## src/rtl/spi_reg_bank_pkg.sv

```systemverilog
`timescale 1ns/1ps
`default_nettype none
// ============================================================================
// Module   : spi_reg_pkg
// Purpose  : Shared types and constants for the SPI register bank:
//            frame FSM state encoding, address map and command bit layout.
// Revision : 1.0 - initial release
// ============================================================================
package spi_reg_pkg;

    // Frame FSM states
    typedef enum logic [1:0] {
        ST_IDLE = 2'd0,
        ST_CMD  = 2'd1,
        ST_DATA = 2'd2
    } state_t;

    // Address map: four read-only snapshot bytes, then control bytes
    localparam int SNAP_BASE  = 0;
    localparam int SNAP_BYTES = 4;
    localparam int CTRL_BASE  = 4;

    // Command byte layout: [7] = write, [6:0] = start address
    localparam int CMD_WR_BIT = 7;

endpackage : spi_reg_pkg
`default_nettype wire

```

## src/rtl/spi_reg_bank_if.sv

```systemverilog
`timescale 1ns/1ps
`default_nettype none
// ============================================================================
// Module   : spi_reg_bank_if
// Purpose  : Bundle of the signals exchanged between the SPI slave core and
//            the register bank.
// Ports    : spi_ss_n, spi_periph_slct, spi_rcv_cmd, spi_rcv_byte,
//            spi_write_sig, spi_inc_wraddr  (slave core -> bank)
//            spi_send_byte                  (bank -> slave core)
// Modports : master = SPI slave core side, slave = register bank side
// Revision : 1.0 - initial release
// ============================================================================
interface spi_reg_bank_if;
    logic       spi_ss_n;
    logic [4:0] spi_periph_slct;
    logic [7:0] spi_rcv_cmd;
    logic [7:0] spi_rcv_byte;
    logic       spi_write_sig;
    logic       spi_inc_wraddr;
    logic [7:0] spi_send_byte;

    modport master (
        output spi_ss_n, spi_periph_slct, spi_rcv_cmd, spi_rcv_byte,
               spi_write_sig, spi_inc_wraddr,
        input  spi_send_byte
    );

    modport slave (
        input  spi_ss_n, spi_periph_slct, spi_rcv_cmd, spi_rcv_byte,
               spi_write_sig, spi_inc_wraddr,
        output spi_send_byte
    );
endinterface : spi_reg_bank_if
`default_nettype wire

```

## src/rtl/spi_reg_bank_frame_fsm.sv

```systemverilog
`timescale 1ns/1ps
`default_nettype none
// ============================================================================
// Module   : spi_frame_fsm
// Purpose  : Frame tracker for the register bank. Detects frame entry,
//            latches the command direction and start address, and steps the
//            register address on every received byte.
// Ports    : clk_i, rst_ni        clock, asynchronous active-low reset
//            ss_n_i               frame select (low = active)
//            periph_slct_i        peripheral select
//            rcv_cmd_i            command byte
//            inc_wraddr_i         end-of-byte pulse
//            state_o              current FSM state
//            cmd_wr_o             latched write flag
//            addr_o               current register address
//            start_o              frame entry this cycle (snapshot strobe)
// Revision : 1.0 - initial release
// ============================================================================
module spi_frame_fsm
    import spi_reg_pkg::*;
#(
    parameter int         NUM_REGS  = 16,
    parameter logic [4:0] PERIPH_ID = 5'd1
) (
    input  wire logic       clk_i,
    input  wire logic       rst_ni,
    input  wire logic       ss_n_i,
    input  wire logic [4:0] periph_slct_i,
    input  wire logic [7:0] rcv_cmd_i,
    input  wire logic       inc_wraddr_i,
    output state_t          state_o,
    output logic            cmd_wr_o,
    output logic [6:0]      addr_o,
    output logic            start_o
);

    state_t     state_q;
    logic       cmd_wr_q;
    logic [6:0] addr_q;
    // Set once ss_n has been seen high after reset, so a frame that was
    // already in progress when reset hit is not re-entered mid-stream.
    logic       armed_q;

    assign start_o = (state_q == ST_IDLE) && armed_q && !ss_n_i
                     && (periph_slct_i == PERIPH_ID);

    always_ff @(posedge clk_i or negedge rst_ni) begin
        if (!rst_ni) begin
            state_q  <= ST_IDLE;
            cmd_wr_q <= 1'b0;
            addr_q   <= 7'd0;
            armed_q  <= 1'b0;
        end else begin
            if (ss_n_i) begin
                armed_q <= 1'b1;
            end
            case (state_q)
                ST_IDLE: begin
                    if (start_o) begin
                        state_q <= ST_CMD;
                    end
                end
                ST_CMD: begin
                    if (ss_n_i) begin
                        state_q <= ST_IDLE;
                    end else if (inc_wraddr_i) begin
                        state_q  <= ST_DATA;
                        cmd_wr_q <= rcv_cmd_i[CMD_WR_BIT];
                        addr_q   <= rcv_cmd_i[CMD_WR_BIT-1:0];
                    end
                end
                ST_DATA: begin
                    if (ss_n_i) begin
                        state_q <= ST_IDLE;
                    end else if (inc_wraddr_i) begin
                        // Wrap at the top of the map; addresses beyond the
                        // map roll naturally through 127 -> 0.
                        addr_q <= (addr_q == 7'(NUM_REGS - 1)) ? 7'd0 : addr_q + 7'd1;
                    end
                end
                default: begin
                    state_q <= ST_IDLE;
                end
            endcase
        end
    end

    assign state_o  = state_q;
    assign cmd_wr_o = cmd_wr_q;
    assign addr_o   = addr_q;

endmodule : spi_frame_fsm
`default_nettype wire

```

## src/rtl/spi_reg_bank.sv

```systemverilog
`timescale 1ns/1ps
`default_nettype none
// ============================================================================
// Module   : spi_reg_bank
// Purpose  : Register bank behind the SPI slave. Decodes framed read/write
//            transactions for one peripheral ID, holds the control registers,
//            freezes a 32-bit timestamp snapshot at frame start and returns
//            the addressed byte on spi_send_byte one cycle later.
// Ports    : clk_clk         system clock
//            reset_reset_n   asynchronous active-low reset
//            spi             spi_reg_bank_if.slave bundle
//            ts_value        free-running timestamp
//            ctrl_regs       control registers, address 4 in bits [7:0]
//            ctrl_wr         one-cycle pulse after a control write
// Options  : SPI_REG_BANK_ERRCNT_EN - address NUM_REGS-1 becomes a read-only
//            saturating error counter (frame aborts + dropped writes).
// Revision : 1.0 - initial release
// ============================================================================
module spi_reg_bank
    import spi_reg_pkg::*;
#(
    parameter int         NUM_REGS  = 16,
    parameter logic [4:0] PERIPH_ID = 5'd1,
    parameter logic [7:0] CTRL_RST  = 8'h00
) (
    input  wire logic                      clk_clk,
    input  wire logic                      reset_reset_n,
    spi_reg_bank_if.slave                  spi,
    input  wire logic [31:0]               ts_value,
    output logic [8*(NUM_REGS-CTRL_BASE)-1:0] ctrl_regs,
    output logic                           ctrl_wr
);

`ifdef SPI_REG_BANK_ERRCNT_EN
    localparam int NUM_CTRL = NUM_REGS - CTRL_BASE - 1;
`else
    localparam int NUM_CTRL = NUM_REGS - CTRL_BASE;
`endif

    state_t     state;
    logic       cmd_wr;
    logic [6:0] addr;
    logic       frame_start;

    logic [31:0] snap_q;
    logic [7:0]  ctrl_q [NUM_CTRL];
    logic [7:0]  ctrl_d [NUM_CTRL];
    logic        ctrl_wr_q;
    logic [7:0]  send_q;
    logic [7:0]  send_d;

    logic        data_wr;      // write pulse inside a write frame
    logic        ctrl_hit;     // address selects a writable control byte
    logic        wr_en;
    logic [7:0]  ctrl_byte;
    logic [7:0]  snap_byte;

    spi_frame_fsm #(
        .NUM_REGS  (NUM_REGS),
        .PERIPH_ID (PERIPH_ID)
    ) u_fsm (
        .clk_i         (clk_clk),
        .rst_ni        (reset_reset_n),
        .ss_n_i        (spi.spi_ss_n),
        .periph_slct_i (spi.spi_periph_slct),
        .rcv_cmd_i     (spi.spi_rcv_cmd),
        .inc_wraddr_i  (spi.spi_inc_wraddr),
        .state_o       (state),
        .cmd_wr_o      (cmd_wr),
        .addr_o        (addr),
        .start_o       (frame_start)
    );

    // The write decode uses the registered state/address, so a write that
    // coincides with inc_wraddr or with ss_n rising still lands on the
    // current address before the FSM moves on.
    assign data_wr = (state == ST_DATA) && spi.spi_write_sig && cmd_wr;

    always_comb begin
        ctrl_hit  = 1'b0;
        ctrl_byte = 8'h00;
        for (int i = 0; i < NUM_CTRL; i++) begin
            if (addr == 7'(CTRL_BASE + i)) begin
                ctrl_hit  = 1'b1;
                ctrl_byte = ctrl_q[i];
            end
        end
    end

    assign wr_en = data_wr && ctrl_hit;

    always_comb begin
        ctrl_d = ctrl_q;
        for (int i = 0; i < NUM_CTRL; i++) begin
            if (wr_en && (addr == 7'(CTRL_BASE + i))) begin
                ctrl_d[i] = spi.spi_rcv_byte;
            end
        end
    end

    assign snap_byte = snap_q[{addr[1:0], 3'b000} +: 8];

`ifdef SPI_REG_BANK_ERRCNT_EN
    logic [7:0] errcnt_q;
    logic       err_evt;

    // Abort: frame dropped before the command byte completed.
    // Drop: write pulse in a write frame that hits no writable byte.
    assign err_evt = ((state == ST_CMD) && spi.spi_ss_n) || (data_wr && !ctrl_hit);

    always_ff @(posedge clk_clk or negedge reset_reset_n) begin
        if (!reset_reset_n) begin
            errcnt_q <= 8'h00;
        end else if (err_evt && (errcnt_q != 8'hFF)) begin
            errcnt_q <= errcnt_q + 8'h01;
        end
    end
`endif

    always_comb begin
        send_d = 8'h00;
        if (state == ST_DATA) begin
            if (addr < 7'(SNAP_BASE + SNAP_BYTES)) begin
                send_d = snap_byte;
            end else if (ctrl_hit) begin
                send_d = ctrl_byte;
`ifdef SPI_REG_BANK_ERRCNT_EN
            end else if (addr == 7'(NUM_REGS - 1)) begin
                send_d = errcnt_q;
`endif
            end
        end
    end

    always_ff @(posedge clk_clk or negedge reset_reset_n) begin
        if (!reset_reset_n) begin
            snap_q    <= 32'h0;
            ctrl_wr_q <= 1'b0;
            send_q    <= 8'h00;
            for (int i = 0; i < NUM_CTRL; i++) begin
                ctrl_q[i] <= CTRL_RST;
            end
        end else begin
            if (frame_start) begin
                snap_q <= ts_value;
            end
            ctrl_q    <= ctrl_d;
            ctrl_wr_q <= wr_en;
            send_q    <= send_d;
        end
    end

    for (genvar g = 0; g < NUM_REGS - CTRL_BASE; g++) begin : g_ctrl_out
        if (g < NUM_CTRL) begin : g_live
            assign ctrl_regs[8*g +: 8] = ctrl_q[g];
        end else begin : g_ro
            assign ctrl_regs[8*g +: 8] = 8'h00;
        end
    end

    assign ctrl_wr           = ctrl_wr_q;
    assign spi.spi_send_byte = send_q;

endmodule : spi_reg_bank
`default_nettype wire

```

## src/flat_wrapper.sv

```systemverilog
// flat-port wrapper written by rule: the top's interface ports become plain ports
module spi_reg_bank_flat import spi_reg_pkg::*;
#(
    parameter int         NUM_REGS  = 16,
    parameter logic [4:0] PERIPH_ID = 5'd1,
    parameter logic [7:0] CTRL_RST  = 8'h00
)
  (clk_clk, reset_reset_n, ts_value, ctrl_regs, ctrl_wr, spi_spi_ss_n, spi_spi_periph_slct, spi_spi_rcv_cmd, spi_spi_rcv_byte, spi_spi_write_sig, spi_spi_inc_wraddr, spi_spi_send_byte);
  spi_reg_bank_if spi_i ();
  input  wire logic clk_clk;
  input  wire logic reset_reset_n;
  input  wire logic [31:0] ts_value;
  output logic [8*(NUM_REGS-CTRL_BASE)-1:0] ctrl_regs;
  output logic ctrl_wr;
  input wire logic [$bits(spi_i.spi_ss_n)-1:0] spi_spi_ss_n;
  input wire logic [$bits(spi_i.spi_periph_slct)-1:0] spi_spi_periph_slct;
  input wire logic [$bits(spi_i.spi_rcv_cmd)-1:0] spi_spi_rcv_cmd;
  input wire logic [$bits(spi_i.spi_rcv_byte)-1:0] spi_spi_rcv_byte;
  input wire logic [$bits(spi_i.spi_write_sig)-1:0] spi_spi_write_sig;
  input wire logic [$bits(spi_i.spi_inc_wraddr)-1:0] spi_spi_inc_wraddr;
  output wire logic [$bits(spi_i.spi_send_byte)-1:0] spi_spi_send_byte;
  assign spi_i.spi_ss_n = spi_spi_ss_n;
  assign spi_i.spi_periph_slct = spi_spi_periph_slct;
  assign spi_i.spi_rcv_cmd = spi_spi_rcv_cmd;
  assign spi_i.spi_rcv_byte = spi_spi_rcv_byte;
  assign spi_i.spi_write_sig = spi_spi_write_sig;
  assign spi_i.spi_inc_wraddr = spi_spi_inc_wraddr;
  assign spi_spi_send_byte = spi_i.spi_send_byte;
  spi_reg_bank #(.NUM_REGS(NUM_REGS), .PERIPH_ID(PERIPH_ID), .CTRL_RST(CTRL_RST)) u_core (.clk_clk(clk_clk), .reset_reset_n(reset_reset_n), .spi(spi_i), .ts_value(ts_value), .ctrl_regs(ctrl_regs), .ctrl_wr(ctrl_wr));
endmodule
```

## config.mk

```make
export PLATFORM = sky130hd
export DESIGN_NAME = spi_reg_bank_flat
export DESIGN_NICKNAME = d
export VERILOG_FILES = /design/src/rtl/spi_reg_bank_pkg.sv /design/src/rtl/spi_reg_bank_if.sv /design/src/rtl/spi_reg_bank_frame_fsm.sv /design/src/rtl/spi_reg_bank.sv /design/src/flat_wrapper.sv
export SDC_FILE = /design/constraint.sdc
export NUM_CORES = 1
export LEC_CHECK = 0
export CAP_MARGIN = 10
export CELL_PAD_IN_SITES_DETAIL_PLACEMENT = 2
export CELL_PAD_IN_SITES_GLOBAL_PLACEMENT = 2
export CORE_MARGIN = 1
export CORE_UTILIZATION = 34
export CTS_BUF_LIST = sky130_fd_sc_hd__clkbuf_8
export CTS_CLUSTER_DIAMETER = 60
export CTS_CLUSTER_SIZE = 14
export DETAILED_ROUTE_END_ITERATION = 7
export PLACE_DENSITY = 0.79
export SYNTH_ARGS = -nofsm -noshare
export SYNTH_HDL_FRONTEND = slang
export SYNTH_SLANG_ARGS = --single-unit
```

## constraint.sdc

```tcl
create_clock -name clk_clk -period 3.4 [get_ports clk_clk]
set_input_delay 0.68 -clock clk_clk [delete_from_list [all_inputs] [get_ports clk_clk]]
set_output_delay 0.68 -clock clk_clk [all_outputs]
set_load 0.005 [all_outputs]
```

# Yosys cells after proc, flatten, opt, wreduce, memory -nomap -nowiden

Index checks and enable logic that the tools add are counted.

Bits in registers: 148
Output and inout bits: 105

Add/sub/neg operators: 1
Magnitude comparators: 1
Equal/unequal tests: 22
Shift operators: 1
Mux-type cells: 38
Bitwise gates (word level): 1
Reductions and logical operators: 24

Operator list:

| kind                  | number |
|---|---|
| $mux W8               | 15 |
| $eq A7 B4 Y1 const B  | 8 |
| $mux W7               | 5 |
| $shiftx A32 B6 Y8     | 1 |
| $eq A7 B3 Y1 const B  | 4 |
| $logic_and A1 B1 Y1   | 18 |
| $pmux W7 S2           | 1 |
| $mux W1               | 12 |
| $ne A2 B2 Y1 const B  | 5 |
| $mux W2               | 4 |
| $add A7 B1 Y7 const B | 1 |
| $lt A7 B3 Y1 const B  | 1 |
| $pmux W2 S3           | 1 |
| $reduce_and A3 Y1     | 2 |
| $eq A5 B1 Y1 const B  | 1 |
| $reduce_and A5 Y1     | 1 |
| $ne A3 B3 Y1 const B  | 1 |
| $eq A2 B1 Y1 const B  | 1 |
| $eq A2 B2 Y1 const B  | 1 |
| $logic_not A2 Y1      | 1 |
| $ne A2 B1 Y1 const B  | 1 |
| $reduce_bool A2 Y1    | 1 |
| $logic_not A1 Y1      | 1 |
| $not A1 Y1            | 1 |

# Longest topological paths before layout

Depth in word-level cells: 16
Mapped depth: 11
Mapped depth without buffers: 8

# Hierarchy

A second synthesis with hierarchy kept.

Cells, all modules: 549
Area, all modules: 7,100.6 um^2

By module, submodules not included:

| module        | instances | cells each | area each (um^2) | seq. area each (um^2) |
|---|---|---|---|---|
| spi_reg_bank  | 1         | 480        | 6,481.2          | 3,428.3 |
| spi_frame_fsm | 1         | 69         | 619.3            | 275.3 |

# Worst setup path before layout

Ideal clock, no wire load.

Path type: register -> register
From: register u_core.u_fsm.addr_q[0] (netlist: u_core.u_fsm.addr_o[0])
To: register u_core.ctrl_q, in the netlist u_core.ctrl_regs[10]
Arrival: 2,904 ps
Data required time: 3,275 ps
Path slack: 371 ps
Stages on the path, launching flop included: 12
Buffers on the path: 3
Cells stage by stage: dfrtp_1 -> buf_1 -> inv_1 -> ha_1 -> buf_2 -> o21ai_0 -> a2111oi_1 -> nor4_4 -> nor2_4 -> and3_1 -> buf_6 -> mux2_4

Longest elaborated chain between the ends: 15
Elaborated cells between the ends (all ways): 26

Ends and longest elaborated chain:

| what                     | RTL line                     | source |
|---|---|---|
| start: declaration       | spi_reg_bank_frame_fsm.sv:39 | `logic [6:0] addr_q;` |
| start signal: assignment | spi_reg_bank_frame_fsm.sv:69 | `addr_q <= rcv_cmd_i[CMD_WR_BIT-1:0];` |
| start signal: assignment | spi_reg_bank_frame_fsm.sv:78 | `addr_q <= (addr_q == 7'(NUM_REGS - 1)) ? 7'd0 : addr_q + 7'd1;` |
| $eq A7 B3 Y1             | spi_reg_bank.sv:83           | `if (addr == 7'(CTRL_BASE + i)) begin` |
| $mux W1 (11 in a row)    | spi_reg_bank.sv:83           |  |
| $mux W1 (*)              | spi_reg_bank.sv:83           |  |
| $logic_and A1 B1 Y1 (*)  | spi_reg_bank.sv:90           | `assign wr_en = data_wr && ctrl_hit;` |
| net u_core.wr_en         | spi_reg_bank.sv:54           | `logic wr_en;` |
| $logic_and A1 B1 Y1 (*)  | spi_reg_bank.sv:95           | `if (wr_en && (addr == 7'(CTRL_BASE + i))) begin` |
| end signal: assignment   | spi_reg_bank.sv:147          | `ctrl_q <= ctrl_d;` |
| end: declaration         | spi_reg_bank.sv:46           | `logic [7:0] ctrl_q [NUM_CTRL];` |

Mark *: on every way through the listed nets, which the timed path passes. The rest lies on a longest branch.
A chain may end at the register's enable or synchronous reset.

# Final worst setup path

From: register u_core.u_fsm.addr_q[2] (netlist: u_core.u_fsm.addr_o[2])
To: register u_core.send_q[5] (netlist: u_core.spi.spi_send_byte[5])

Longest elaborated chain between the ends: 16
Elaborated cells between the ends (all ways): 40

Ends and longest elaborated chain:

| what                                             | RTL line            | source |
|---|---|---|
| $eq A7 B3 Y1                                     | spi_reg_bank.sv:83  |  |
| $mux W8 or $mux W1 (tied branches) (12 in a row) | spi_reg_bank.sv:83  |  |
| $mux W8                                          | spi_reg_bank.sv:125 | `end else if (ctrl_hit) begin` |
| $mux W8 (*)                                      | spi_reg_bank.sv:123 | `if (addr < 7'(SNAP_BASE + SNAP_BYTES)) begin` |
| $mux W8 (*)                                      | spi_reg_bank.sv:122 | `if (state == ST_DATA) begin` |
| net u_core.send_d[5]                             | spi_reg_bank.sv:50  | `logic [7:0] send_d;` |
| end signal: assignment                           | spi_reg_bank.sv:149 | `send_q <= send_d;` |
| end: declaration                                 | spi_reg_bank.sv:49  | `logic [7:0] send_q;` |

Marked as above.

==> results.md <==
* Fin util at 45.9%
* Post-Syn Instances at 600
* Placed Cells at 1,014
* Multi-input gate area at 3350 um^2
* Pwr Density at 432 nW/um^2
* Worst R2R Setup Slack at 0.42 ns
* Post-CTS setup buffers at 0
* TritonRoute pass-1 iters at 5
* Worst Setup Path Type: reg -> reg
* GR Util All Layers at 26.9%
* Clk_skew at 0.0232 ns
* Fin area at 9610 um^2
* DR vias at 5,950
* DRC at 0
* GRT overflow at 0
* Final hold vios at 0
* Critical path arrival at 3.32 ns
* Final period util at 87.7%
* Nets@finish at 820
* First-pass GRT wire length at 43,000 um
* Worst setup EP type: flop
* WL/cell at 26.9 um
* Clk slew on worst S/H paths at 0.10 ns
* Max-Cap Viols at 0
* Hold Crit Class: in -> async
* Setup_tns at 0 ns
* CTS resizes at 0
* I/O Pins at 163
* Die height at 148 um
* Max clock buf depth at 2
* Detailed Route Iter0 Violations at 306
* Register area at 3700 um^2
* Final HPWL DP at 20,300 um
* Sequential cell area fraction in the yosys report at 51.1%
* DRT antenna net count at 0
* WL final at 28,100 um
* Post-synth EDFFs at 0
* Initial antenna violation count at 0
* Synth Register Bits at 148
* CTS Root Cell: clkbuf_8
* Area of the core at 21,000 um^2
* Pre-CTS WS at 0.567 ns
* Cell Rows at 53
* Layout area overhead at 32.7%
* Non-Filler Instances at 1,046
* Syn avg cell area at 12.1 um^2
* Clk sink count at 148
* Largest net degree at the start of global routing at 101
* Final min period at 2.98 ns
* TritonCTS clock tree: yes
* Number of max-slew violations in the final report at 0
* CTS H-Tree Depth at 4
* Placed Area at 9190 um^2
* Die area at 21,900 um^2
* DR vias/cell at 5.69
* Relative slew slack at 34.4%
* Fillcell total at 2,115
* Crit Path Max Fanout at 14
* Initial Utilization at 34.6%
* Leak pwr at 0.00423 uW
* Post-Syn Nets at 662
* Vias in the first global route at 6,717
* Die width at 148 um
* Worst setup margin at 0.417 ns
* Max Clk Rate at 335 MHz
* Ys flop type: dfrtp_1
* Maximum VDD drop at 233 uV
* Yosys warnings at 0
* Post-Synthesis Cell Area at 7250 um^2
* RSZ-0062 raised after global routing: false
* Status: finished, final reports clean
* Least-Margin Pin Slew at 0.985 ns
* Synth cell types at 72
* Post-CTS Hold Buffers at 0
* Setup violations, final at 0
* N_diodes at 0
* CP startpoint kind: flop
* I/O Buffers at 162
* Critical Path RT at 3.73 ns
* Worst skew pair latency at 0.49 ns
* Async S/R FF share, synth at 100%
* Layout cells sized above 1 at 27.4%
* Final RePlAce weighted congestion at 0.833
* Total CTS buffers at 17
registers in the layout, indices dropped and copies added (netlist names):
name and count:
u_core.u_fsm.state_o 2, u_core.u_fsm.cmd_wr_o 1, u_core.ctrl_regs 96, u_core.spi.spi_send_byte 8
u_core.u_fsm.armed_q 1, u_core.ctrl_wr 1, u_core.snap_q 32, u_core.u_fsm.addr_o 7
worst max-delay path, stage by stage, from the launching register on:
cell and delay, ns:
dfrtp_1 0.58, nor3b_2 0.47, nand3_1 0.56, o32ai_1 0.58
o21ai_0 0.23, o2111ai_1 0.22, nand3_1 0.20
layout make-up:
type | instances | area share [%]
well taps | 275 | 3.58
repair buffers | 181 | 18.5
clock inverters | 15 | 1.97
inverters | 5 | 0.195
multi-input cells | 405 | 34.8
flip-flops and latches | 148 | 38.5
clock buffers | 17 | 2.43
path summary, 6_finish.rpt:
path	endpoint	cells past startpoint	start
max in group asynchronous	u_core.ctrl_regs[10]	2	reset_reset_n
worst max-delay path	u_core.spi.spi_send_byte[5]	6	u_core.u_fsm.addr_o[2]
worst max register to register	u_core.spi.spi_send_byte[5]	6	u_core.u_fsm.addr_o[2]
worst min register to register	u_core.u_fsm.armed_q	1	u_core.u_fsm.armed_q
min in group clk_clk	u_core.u_fsm.armed_q	1	u_core.u_fsm.armed_q
worst min-delay path	u_core.u_fsm.addr_o[6]	1	reset_reset_n
kinds of logic after synthesis:
logic type	synth area share, %
AO/OA/AOI/OAI	10.1
adder cells (fa/ha/maj)	0.691
AND/OR/NAND/NOR	12.2
flip-flops	51.1
buffers and inverters	2.69
XOR/XNOR	0.121
multiplexers	23.1
synth_stat cells, drive strengths merged, types with 4 or more instances:
cell type / instances / area [um^2]
a21oi: 20 / 100
nor2b: 4 / 25.0
o32ai: 4 / 35.0
mux2: 129 / 1480
and3: 7 / 43.8
nand2: 38 / 158
a211oi: 7 / 52.6
dfrtp: 148 / 3700
o22ai: 4 / 25.0
a31oi: 4 / 25.0
a22oi: 10 / 75.1
nor2: 28 / 125
nor3: 15 / 113
clkbuf: 29 / 109
nor4: 6 / 58.8
o21ai: 29 / 145
ha: 4 / 50.1
o211ai: 5 / 37.5
o221ai: 5 / 43.8
nand3: 24 / 125
mux4: 8 / 180
inv: 5 / 18.8
buf: 13 / 67.6
cells in the final DEF (no fill, tap or decap), types with 8 or more instances in the layout:
cell,netlist,final
a21oi_1,20,20
dfrtp_1,148,148
o21ai_0,29,29
nand3_1,23,23
clkdlybuf4s50_1,0,161
a22oi_1,10,10
clkbuf_8,0,17
mux4_2,8,8
nor2_1,24,24
mux2_4,8,8
nor3_1,10,10
nand2_1,32,32
buf_4,1,18
mux2_2,121,121
routing by layer:
layer	GRT usage [%]	wire (um)	vias up
met2	46.2	14200	248
met1	33.0	11600	3088
met3	5.68	1570	64
met5	0	0	-
met4	10.3	772	0
li1	-	-	2550
stage by stage:
stage          power [uW]  hold slack [ns]
2_1_floorplan        2370            0.384
3_3_place_gp         2620            0.454
3_5_place_dp         2670            0.470
4_1_cts              4180            0.331
5_1_grt              4310            0.357
6_report             4160            0.287
power breakdown:
group | total [uW] | internal [uW] | switching, uW
logic | 707 | 299 | 408
clock network | 1510 | 689 | 818
registers | 1940 | 1850 | 93.2
Note: power is estimated with default switching activity, not from simulation.
